<file path="src/rtl/sdram_slot_arbiter_if.sv">
// Bus bundle between the VU/ZPU requesters, the slot arbiter and the SDRAM controller.
// The arbiter takes the slave view; whatever drives requests and models the controller takes the master view.
interface sdram_slot_arbiter_if #(
  parameter int VU_ABUS_WIDTH  = 18,
  parameter int ZPU_ABUS_WIDTH = 22
);
  logic [VU_ABUS_WIDTH-1:0]  vu_adrs;
  logic [7:0]                vu_data;
  logic                      vu_read;
  logic                      vu_write;
  logic [7:0]                vu_q;
  logic                      access_slot;
  logic [ZPU_ABUS_WIDTH-1:0] zpu_adrs;
  logic [31:0]               zpu_data;
  logic                      zpu_read;
  logic                      zpu_write;
  logic                      zpu_halfword;
  logic                      zpu_byte;
  logic                      zpu_busy;
  logic                      zpu_done;
  logic [31:0]               zpu_q;
  logic [21:0]               sdram_addr;
  logic [15:0]               data_to_sdram;
  logic                      sdram_read;
  logic                      sdram_write;
  logic                      sdram_refresh;
  logic                      sdram_lb;
  logic                      sdram_ub;
  logic [15:0]               sdram_dq;

  modport slave (
    input  vu_adrs, vu_data, vu_read, vu_write, access_slot,
    input  zpu_adrs, zpu_data, zpu_read, zpu_write, zpu_halfword, zpu_byte,
    input  sdram_dq,
    output vu_q, zpu_busy, zpu_done, zpu_q,
    output sdram_addr, data_to_sdram, sdram_read, sdram_write, sdram_refresh, sdram_lb, sdram_ub
  );

  modport master (
    output vu_adrs, vu_data, vu_read, vu_write, access_slot,
    output zpu_adrs, zpu_data, zpu_read, zpu_write, zpu_halfword, zpu_byte,
    output sdram_dq,
    input  vu_q, zpu_busy, zpu_done, zpu_q,
    input  sdram_addr, data_to_sdram, sdram_read, sdram_write, sdram_refresh, sdram_lb, sdram_ub
  );
endinterface

</file>
<file path="src/rtl/sdram_slot_arbiter.sv">
// SDRAM arbiter: VU passes straight through; free access slots alternate between
// auto-refresh and ZPU 8/16/32-bit accesses split into 16-bit big-endian halves.
module sdram_slot_arbiter #(
  parameter int VU_ABUS_WIDTH  = 18,
  parameter int ZPU_ABUS_WIDTH = 22,
  parameter int REFRESH_EVERY  = 2,
  parameter int RD_LAT         = 2
) (
  input  logic                clk,
  input  logic                reset,
  sdram_slot_arbiter_if.slave bus
);
  localparam int SW = $clog2(REFRESH_EVERY);
  localparam logic [SW-1:0] SCNT_LAST = SW'(REFRESH_EVERY - 1);

  typedef enum logic [1:0] {IDLE, ACC_HI, ACC_LO, WAIT_RD} state_t;
  typedef enum logic [1:0] {SZ_32, SZ_16, SZ_8} size_t;

  state_t                    state;
  logic [SW-1:0]             scnt;
  logic                      busy_r;
  logic                      done_r;
  logic [31:0]               q_r;
  logic [ZPU_ABUS_WIDTH-1:0] adrs_r;
  logic [31:0]               data_r;
  size_t                     size_r;
  logic                      rd_r;
  logic [15:0]               hi_r;
  logic [RD_LAT-1:0]         tag_vld_p;
  logic [RD_LAT-1:0]         tag_half_p;

  logic [VU_ABUS_WIDTH-1:0]  vu_adrs;
  logic                      vu_act, slot_ok, refresh_slot, zpu_slot, zpu_issue;
  logic                      accept, tag_vld, tag_half, tag_last;
  logic [21:0]               zpu_base, zpu_word;
  logic [15:0]               zpu_wdata;
  logic                      zpu_ub, zpu_lb;
  logic [7:0]                rd_byte;
  logic [31:0]               rd_result;

  assign vu_adrs      = bus.vu_adrs;
  assign vu_act       = bus.vu_read | bus.vu_write;
  // A slot that collides with VU traffic is ignored entirely, not even counted.
  assign slot_ok      = bus.access_slot & ~vu_act & ~reset;
  assign refresh_slot = slot_ok & (scnt == '0);
  assign zpu_slot     = slot_ok & (scnt != '0);
  assign zpu_issue    = zpu_slot & ((state == ACC_HI) || (state == ACC_LO));
  assign accept       = (state == IDLE) & (bus.zpu_read ^ bus.zpu_write);

  assign tag_vld  = tag_vld_p[RD_LAT-1];
  assign tag_half = tag_half_p[RD_LAT-1];
  assign tag_last = tag_vld & (~tag_half | (size_r != SZ_32));

  // 32-bit accesses ignore adrs[1:0]: HI is the even word, LO the odd one.
  assign zpu_base = 22'(adrs_r >> 1);
  assign zpu_word = (size_r == SZ_32) ? {zpu_base[21:1], state == ACC_LO} : zpu_base;

  always_comb begin
    zpu_wdata = data_r[15:0];
    zpu_ub    = 1'b1;
    zpu_lb    = 1'b1;
    case (size_r)
      SZ_32:   zpu_wdata = (state == ACC_LO) ? data_r[15:0] : data_r[31:16];
      SZ_8: begin
        zpu_wdata = {data_r[7:0], data_r[7:0]};
        zpu_ub    = ~adrs_r[0];
        zpu_lb    = adrs_r[0];
      end
      default: zpu_wdata = data_r[15:0];
    endcase
  end

  always_comb begin
    rd_byte   = adrs_r[0] ? bus.sdram_dq[7:0] : bus.sdram_dq[15:8];
    rd_result = {16'h0000, bus.sdram_dq};
    case (size_r)
      SZ_32:   rd_result = {hi_r, bus.sdram_dq};
      SZ_8:    rd_result = {24'h000000, rd_byte};
      default: rd_result = {16'h0000, bus.sdram_dq};
    endcase
  end

  always_comb begin
    if (vu_act) begin
      bus.sdram_addr    = 22'(vu_adrs >> 1);
      bus.data_to_sdram = {bus.vu_data, bus.vu_data};
      bus.sdram_read    = bus.vu_read;
      bus.sdram_write   = bus.vu_write;
      bus.sdram_refresh = 1'b0;
      bus.sdram_ub      = ~vu_adrs[0];
      bus.sdram_lb      = vu_adrs[0];
    end else begin
      bus.sdram_addr    = zpu_word;
      bus.data_to_sdram = zpu_wdata;
      bus.sdram_read    = zpu_issue & rd_r;
      bus.sdram_write   = zpu_issue & ~rd_r;
      bus.sdram_refresh = refresh_slot;
      bus.sdram_ub      = zpu_issue & zpu_ub;
      bus.sdram_lb      = zpu_issue & zpu_lb;
    end
  end

  assign bus.vu_q     = vu_adrs[0] ? bus.sdram_dq[7:0] : bus.sdram_dq[15:8];
  assign bus.zpu_busy = busy_r;
  assign bus.zpu_done = done_r;
  assign bus.zpu_q    = q_r;

  // Request latch
  always_ff @(posedge clk) begin
    if (accept) begin
      adrs_r <= bus.zpu_adrs;
      data_r <= bus.zpu_data;
      rd_r   <= bus.zpu_read;
      size_r <= bus.zpu_halfword ? SZ_16 : (bus.zpu_byte ? SZ_8 : SZ_32);
    end
  end

  // Read tag pipeline: p0 is loaded in the issuing slot, p[RD_LAT-1] lines up with valid dq
  always_ff @(posedge clk) begin
    if (reset) begin
      tag_vld_p <= '0;
    end else begin
      tag_vld_p[0] <= zpu_issue & rd_r;
      for (int i = 1; i < RD_LAT; i++) tag_vld_p[i] <= tag_vld_p[i-1];
    end
  end

  always_ff @(posedge clk) begin
    tag_half_p[0] <= (state == ACC_HI);
    for (int i = 1; i < RD_LAT; i++) tag_half_p[i] <= tag_half_p[i-1];
    if (tag_vld & tag_half) hi_r <= bus.sdram_dq;
  end

  // Slot counter and transaction FSM
  always_ff @(posedge clk) begin
    if (reset) begin
      state  <= IDLE;
      scnt   <= '0;
      busy_r <= 1'b0;
      done_r <= 1'b0;
      q_r    <= '0;
    end else begin
      done_r <= 1'b0;
      if (slot_ok) scnt <= (scnt == SCNT_LAST) ? '0 : scnt + 1'b1;
      case (state)
        IDLE: if (accept) begin
          state  <= ACC_HI;
          busy_r <= 1'b1;
        end
        ACC_HI: if (zpu_slot) begin
          if (size_r == SZ_32) state <= ACC_LO;
          else if (rd_r)       state <= WAIT_RD;
          else begin
            state  <= IDLE;
            busy_r <= 1'b0;
            done_r <= 1'b1;
          end
        end
        ACC_LO: if (zpu_slot) begin
          if (rd_r) state <= WAIT_RD;
          else begin
            state  <= IDLE;
            busy_r <= 1'b0;
            done_r <= 1'b1;
          end
        end
        WAIT_RD: if (tag_last) begin
          state  <= IDLE;
          busy_r <= 1'b0;
          done_r <= 1'b1;
          q_r    <= rd_result;
        end
        default: state <= IDLE;
      endcase
    end
  end
endmodule
</file>
<file path="src/flat_wrapper.sv">
// flat-port wrapper written by rule: the top's interface ports become plain ports
module sdram_slot_arbiter_flat 
#(
  parameter int VU_ABUS_WIDTH  = 18,
  parameter int ZPU_ABUS_WIDTH = 22,
  parameter int REFRESH_EVERY  = 2,
  parameter int RD_LAT         = 2
)
  (clk, reset, bus_vu_adrs, bus_vu_data, bus_vu_read, bus_vu_write, bus_access_slot, bus_zpu_adrs, bus_zpu_data, bus_zpu_read, bus_zpu_write, bus_zpu_halfword, bus_zpu_byte, bus_sdram_dq, bus_vu_q, bus_zpu_busy, bus_zpu_done, bus_zpu_q, bus_sdram_addr, bus_data_to_sdram, bus_sdram_read, bus_sdram_write, bus_sdram_refresh, bus_sdram_lb, bus_sdram_ub);
  sdram_slot_arbiter_if #(.VU_ABUS_WIDTH(VU_ABUS_WIDTH), .ZPU_ABUS_WIDTH(ZPU_ABUS_WIDTH)) bus_i ();
  input  logic clk;
  input  logic reset;
  input wire logic [$bits(bus_i.vu_adrs)-1:0] bus_vu_adrs;
  input wire logic [$bits(bus_i.vu_data)-1:0] bus_vu_data;
  input wire logic [$bits(bus_i.vu_read)-1:0] bus_vu_read;
  input wire logic [$bits(bus_i.vu_write)-1:0] bus_vu_write;
  input wire logic [$bits(bus_i.access_slot)-1:0] bus_access_slot;
  input wire logic [$bits(bus_i.zpu_adrs)-1:0] bus_zpu_adrs;
  input wire logic [$bits(bus_i.zpu_data)-1:0] bus_zpu_data;
  input wire logic [$bits(bus_i.zpu_read)-1:0] bus_zpu_read;
  input wire logic [$bits(bus_i.zpu_write)-1:0] bus_zpu_write;
  input wire logic [$bits(bus_i.zpu_halfword)-1:0] bus_zpu_halfword;
  input wire logic [$bits(bus_i.zpu_byte)-1:0] bus_zpu_byte;
  input wire logic [$bits(bus_i.sdram_dq)-1:0] bus_sdram_dq;
  output wire logic [$bits(bus_i.vu_q)-1:0] bus_vu_q;
  output wire logic [$bits(bus_i.zpu_busy)-1:0] bus_zpu_busy;
  output wire logic [$bits(bus_i.zpu_done)-1:0] bus_zpu_done;
  output wire logic [$bits(bus_i.zpu_q)-1:0] bus_zpu_q;
  output wire logic [$bits(bus_i.sdram_addr)-1:0] bus_sdram_addr;
  output wire logic [$bits(bus_i.data_to_sdram)-1:0] bus_data_to_sdram;
  output wire logic [$bits(bus_i.sdram_read)-1:0] bus_sdram_read;
  output wire logic [$bits(bus_i.sdram_write)-1:0] bus_sdram_write;
  output wire logic [$bits(bus_i.sdram_refresh)-1:0] bus_sdram_refresh;
  output wire logic [$bits(bus_i.sdram_lb)-1:0] bus_sdram_lb;
  output wire logic [$bits(bus_i.sdram_ub)-1:0] bus_sdram_ub;
  assign bus_i.vu_adrs = bus_vu_adrs;
  assign bus_i.vu_data = bus_vu_data;
  assign bus_i.vu_read = bus_vu_read;
  assign bus_i.vu_write = bus_vu_write;
  assign bus_i.access_slot = bus_access_slot;
  assign bus_i.zpu_adrs = bus_zpu_adrs;
  assign bus_i.zpu_data = bus_zpu_data;
  assign bus_i.zpu_read = bus_zpu_read;
  assign bus_i.zpu_write = bus_zpu_write;
  assign bus_i.zpu_halfword = bus_zpu_halfword;
  assign bus_i.zpu_byte = bus_zpu_byte;
  assign bus_i.sdram_dq = bus_sdram_dq;
  assign bus_vu_q = bus_i.vu_q;
  assign bus_zpu_busy = bus_i.zpu_busy;
  assign bus_zpu_done = bus_i.zpu_done;
  assign bus_zpu_q = bus_i.zpu_q;
  assign bus_sdram_addr = bus_i.sdram_addr;
  assign bus_data_to_sdram = bus_i.data_to_sdram;
  assign bus_sdram_read = bus_i.sdram_read;
  assign bus_sdram_write = bus_i.sdram_write;
  assign bus_sdram_refresh = bus_i.sdram_refresh;
  assign bus_sdram_lb = bus_i.sdram_lb;
  assign bus_sdram_ub = bus_i.sdram_ub;
  sdram_slot_arbiter #(.VU_ABUS_WIDTH(VU_ABUS_WIDTH), .ZPU_ABUS_WIDTH(ZPU_ABUS_WIDTH), .REFRESH_EVERY(REFRESH_EVERY), .RD_LAT(RD_LAT)) u_core (.clk(clk), .reset(reset), .bus(bus_i));
endmodule
</file>
<file path="config.mk">
export PLATFORM = sky130hd
export DESIGN_NAME = sdram_slot_arbiter_flat
export DESIGN_NICKNAME = d
export VERILOG_FILES = /design/src/rtl/sdram_slot_arbiter_if.sv /design/src/rtl/sdram_slot_arbiter.sv /design/src/flat_wrapper.sv
export SDC_FILE = /design/constraint.sdc
export NUM_CORES = 1
export LEC_CHECK = 0
export BUFFER_PORTS_ARGS = -buffer_cell sky130_fd_sc_hd__buf_2
export CORE_ASPECT_RATIO = 0.6
export CORE_UTILIZATION = 40
export CTS_BUF_LIST = sky130_fd_sc_hd__clkbuf_4
export CTS_CLUSTER_DIAMETER = 50
export CTS_CLUSTER_SIZE = 14
export DETAILED_ROUTE_END_ITERATION = 8
export HOLD_SLACK_MARGIN = 0.03
export PLACE_DENSITY = 0.7
export SYNTH_ARGS = -nofsm -noshare
export SYNTH_HDL_FRONTEND = slang
export SYNTH_SLANG_ARGS = --single-unit
</file>
<file path="constraint.sdc">
create_clock -name clk -period 3.6 [get_ports clk]
set_input_delay 0 -clock clk [delete_from_list [all_inputs] [get_ports clk]]
set_output_delay 0 -clock clk [all_outputs]
set_load 0.01 [all_outputs]
</file>
# == After elaboration in Yosys (flattened, before gate mapping) ==
# Cells that the tools add are included.
# word_totals
wordCells,88
latch_bits,0
input_bits,105
ff_bits,114
out_inout_bits,85
mem_bits_rw,0
memories,0
mem_bits_ro,0
# op_classes
mux,37
multipliers,0
bitwise_logic,22
eq_ne,9
shifts,0
n_lt_le_gt_ge,0
div_mod_pow,0
n_addsub,1
n_reduce_logical,7
# op_table
op,count
32-bit one-hot mux with 2 select lines,1
16-bit two-way mux,2
16-bit one-hot mux with 2 select lines,1
21-bit two-way mux,1
1-bit two-way mux,20
8-bit two-way mux,2
2-bit two-way mux,7
1-bit bitwise AND,12
2-bit by 1-bit inequality test with 1-bit output (second input constant),4
2-bit one-hot mux with 4 select lines,1
1-bit NOT,7
2-bit == test (second input constant),3
5-bit AND reduction,1
2-bit zero test,2
1-bit one-hot mux with 4 select lines,1
4-bit AND reduction,1
1-bit one-hot mux with 3 select lines,1
2-bit by 1-bit == test with 1-bit output (second input constant),1
2-bit inequality test (second input constant),1
1-bit OR,2
2-bit AND reduction,1
2-bit nonzero test,1
1-bit adder (second input constant),1
1-bit logical OR,1
1-bit XOR,1

# == Depth between registers and ports, before layout ==
# logic_depth
ltp_word,8
ltp_mapped,7
mapped_depth_nobuf,6

# == Worst setup path before layout ==
# Ideal clock, no wire load.
# synth_timing
kind,register to register
start,reg u_core.state[0]
end,"reg u_core.adrs_r[0], enable pin"
n_path_buf,0
path_stages_with_launch,4
arrival_time_ps,3168
synth_period_minus_slack_ps,3647
slack_ps,-47
cell_sequence,dfxtp_1 > inv_1 > ha_1 > nor2b_1
# synth_between
elab_chain_len,2
# synth_lines
item,line_no,rtl
start: declaration,sdram_slot_arbiter.sv:19,state_t state;
start signal: assignment,sdram_slot_arbiter.sv:137,state <= IDLE;
start signal: assignment,sdram_slot_arbiter.sv:147,state <= ACC_HI;
start signal: assignment,sdram_slot_arbiter.sv:151,if (size_r == SZ_32) state <= ACC_LO;
2-bit zero test,sdram_slot_arbiter.sv:48,assign accept = (state == IDLE) & (bus.zpu_read ^ bus.zpu_write);
1-bit bitwise AND,sdram_slot_arbiter.sv:48,
named net u_core.accept,sdram_slot_arbiter.sv:34,"logic accept, tag_vld, tag_half, tag_last;"
end signal: assignment,sdram_slot_arbiter.sv:111,adrs_r <= bus.zpu_adrs;
end: declaration,sdram_slot_arbiter.sv:24,logic [ZPU_ABUS_WIDTH-1:0] adrs_r;
# The timed path passes the listed nets, and every way through them passes these cells.
# A chain may end at the register's enable or synchronous reset.

# == Worst setup path in the final report ==
# layout_timing
start,reg u_core.state[0]
end,out bus_data_to_sdram[5]
# layout_between
elab_chain_len,4
# layout_lines
item,line_no,rtl
2-bit == test,sdram_slot_arbiter.sv:63,SZ_32: zpu_wdata = (state == ACC_LO) ? data_r[15:0] : data_r[31:16];
16-bit two-way mux,sdram_slot_arbiter.sv:63,
16-bit one-hot mux with 2 select lines,sdram_slot_arbiter.sv:62,case (size_r)
16-bit two-way mux,sdram_slot_arbiter.sv:84,if (vu_act) begin
end: declaration,flat_wrapper.sv:30,output wire logic [$bits(bus_i.data_to_sdram)-1:0] bus_data_to_sdram;
# No other way between the ends.

==> run summary <==
core box area: 0.0116 mm²
status: completed
Final min period: 2.94 ns
initial antenna violation count: 0
vias in the first global route: 3917
Cell Pwr Density: 434 mW/mm²
die width: 144 µm
nets: 808
DIE HEIGHT: 87.4 µm
Syn Nets: 548
Hold Crit Depth: 2
Yosys reg bits: 114
Final Power: 3.04 mW
P_leak: 2.98 nW
synth cell count leaders: edfxtp_1 (73), nand2_1 (70), dfxtp_1 (41), nor2_1 (41), mux2i_1 (33)
top post-synthesis cells by area: edfxtp_1 (45%), dfxtp_1 (17%), mux2i_1 (6.8%)
post-synthesis sequential area ratio: 62.0%
slack of the critical path: 0.665 ns
Initial Util: 42.0%
final slew viol count: 0
DP Wirelength: 8.87 mm
Fin Setup TNS: 0 ns
Layout area overhead: 43.9%
maximum achievable frequency: 341 MHz
placed cells: 764
first-pass GRT wire length: 19.6 mm
startpoint types: flop
EDFF count, synth: 73
crit-path max FO: 16
CTS tree: yes
share of layout cells above drive strength 1: 33.2%
via count: 4242
clk sinks: 114
DRC Markers: 0
CP endpoint kind: primary output
Slew headroom: 25.9%
CTS clk-pin slew, worst paths: 0.11 ns
non-filler cells, final: 871
routed len/inst: 15.4 µm
Post-Syn Area per Cell: 11.1 µm²
First DRT Iteration DRCs: 218
ys async rst share: 0%
WL final: 13.4 mm
root buf cell: clkbuf_4
Hold Fails Final Rpt: 0
H-tree Lvls: 4
Cell Rows: 30
final period utilization: 81.5%
grt total ovfl: 0
worst slack, placed: 1.24 ns
Mapped Cells: 438
multi-input logic area: 0.00170 mm²
Initial DRT Pass Iterations: 5
CP required: 3.60 ns
Arr. time, crit path: 2.94 ns
Worst-Skew Late Latency: 0.50 ns
Total Routing Usage GR: 21.0%
post-cts gate resize count: 0
r2r worst-path depth: 4
critical path type: reg2out
io pins: 190
sequential cell area: 0.00301 mm²
Ys Warns: 0
die area: 0.0126 mm²
RSZ-0062 raised after global routing: no
HP Class: in2reg
Worst VDD drop: 0.219 mV
Post-Syn Area: 0.00486 mm²
Worst Tran Pin Value: 1.10 ns
setup bufs post-CTS: 0
IO buf count: 188
Longest Clk Path Bufs: 2
Yosys cell types: 39
Placer Congestion: 0.830
Setup violations, final: 0
# fillers: 984
Core Util, Final: 60.5%
largest net degree at the start of global routing: 58
max cap viols: 0
cts-stage hold buffer count: 75
CTS buffer count: 17
prevailing post-synth register cell: edfxtp_1
top cell type by total area after synthesis: edfxtp_1
n_diodes: 0
Clock Skew: 0.0171 ns
dominant cell by count in the synthesized netlist: edfxtp_1
Final ANT Viol Nets: 0
Vias/cell: 4.87
Synth top area share: 45.1%
[final timing paths]
check                                 startpoint                          endpoint  slack, ns
setup / recovery    u_core.state[0]$_SDFFE_PP0P_              bus_data_to_sdram[5]       0.66
hold / removal                  bus_zpu_data[17]       u_core.data_r[17]$_DFFE_PP_       0.20
hold reg to reg     u_core.tag_half_p[0]$_DFF_P_      u_core.tag_half_p[1]$_DFF_P_       0.33
setup reg to reg  u_core.size_r[1]$_SDFFCE_PP0P_  u_core.bus.zpu_q[4]$_SDFFE_PP0P_       1.22
[flip-flops by register name, summed over array words and instances, names as in the netlist, 2 cells and up]
| signal | count |
|---|---|
| u_core.tag_half_p | 2 |
| u_core.tag_vld_p | 2 |
| u_core.adrs_r | 22 |
| u_core.size_r | 2 |
| u_core.hi_r | 16 |
| u_core.data_r | 32 |
| u_core.bus.zpu_q | 32 |
| u_core.state | 2 |
[worst max-delay path, stage by stage (launching register included)]
cell,delay [ns]
dfxtp_1,0.40
inv_1,0.10
ha_1,0.20
buf_4,0.19
nor3_2,0.90
mux2i_1,0.18
o21ai_0,0.26
buf_2,0.19
[cell usage in the layout, fill, tap and decap left out, types with 5 or more instances in the layout]
cell type / instances
edfxtp_1: 73
and2_1: 30
nor3_1: 12
buf_4: 6
dfxtp_1: 41
mux2_2: 8
nor2_1: 41
inv_1: 13
mux2i_1: 33
a21oi_1: 11
buf_2: 188
a311oi_1: 9
o22ai_1: 8
ha_1: 5
nand2_1: 70
o21ai_0: 29
dlygate4sd3_1: 75
clkbuf_4: 17
[where the power goes]
| group | total, mW | switching, mW | internal (mW) | leakage (nW) |
|---|---|---|---|---|
| Combinational | 0.503 | 0.273 | 0.230 | 1.82 |
| Clock | 0.969 | 0.495 | 0.474 | 0.146 |
| Sequential | 1.57 | 0.0527 | 1.51 | 1.02 |
[routing by layer]
| metal | vias to the layer above | share of wire, % | global-route usage, % |
|---|---|---|---|
| li1 | 2058 | - | - |
| met1 | 1972 | 45 | 27.4 |
| met2 | 193 | 46 | 33.2 |
| met3 | 19 | 8.2 | 6.60 |
| met4 | 0 | 0.90 | 6.89 |
| met5 | - | 0 | 0 |
[area by class of cell]
cell class	count	area share [%]
multi-input cells	283	24.3
flip-flops and latches	114	43.1
well taps	160	2.86
repair buffers	269	24.8
inverters	13	0.698
clock buffers	17	1.83
clock inverters	15	2.40
[per-stage QoR]
stage          cell area (µm²)  hold WS, ns
2_1_floorplan             4860       0.0989
3_3_place_gp              5940        0.176
3_5_place_dp              5940        0.179
4_1_cts                   6990        0.144
5_1_grt                   6990        0.154
6_report                  6990        0.196
[cells by family (layout without fill, tap and decap cells)]
family | after synthesis | after routing | synth area share [%]
muxes | 41 | 41 | 8.65
DFF | 114 | 114 | 62.0
and+or+nand+nor | 165 | 165 | 15.3
AOI/OAI and AO/OA | 69 | 69 | 8.76
other | 1 | 1 | 0.0772
xor gates and xnor gates | 2 | 2 | 0.361
buffers and inverters | 41 | 314 | 3.55
adders and majority gates | 5 | 5 | 1.29
(Power assumes the default switching activity.)
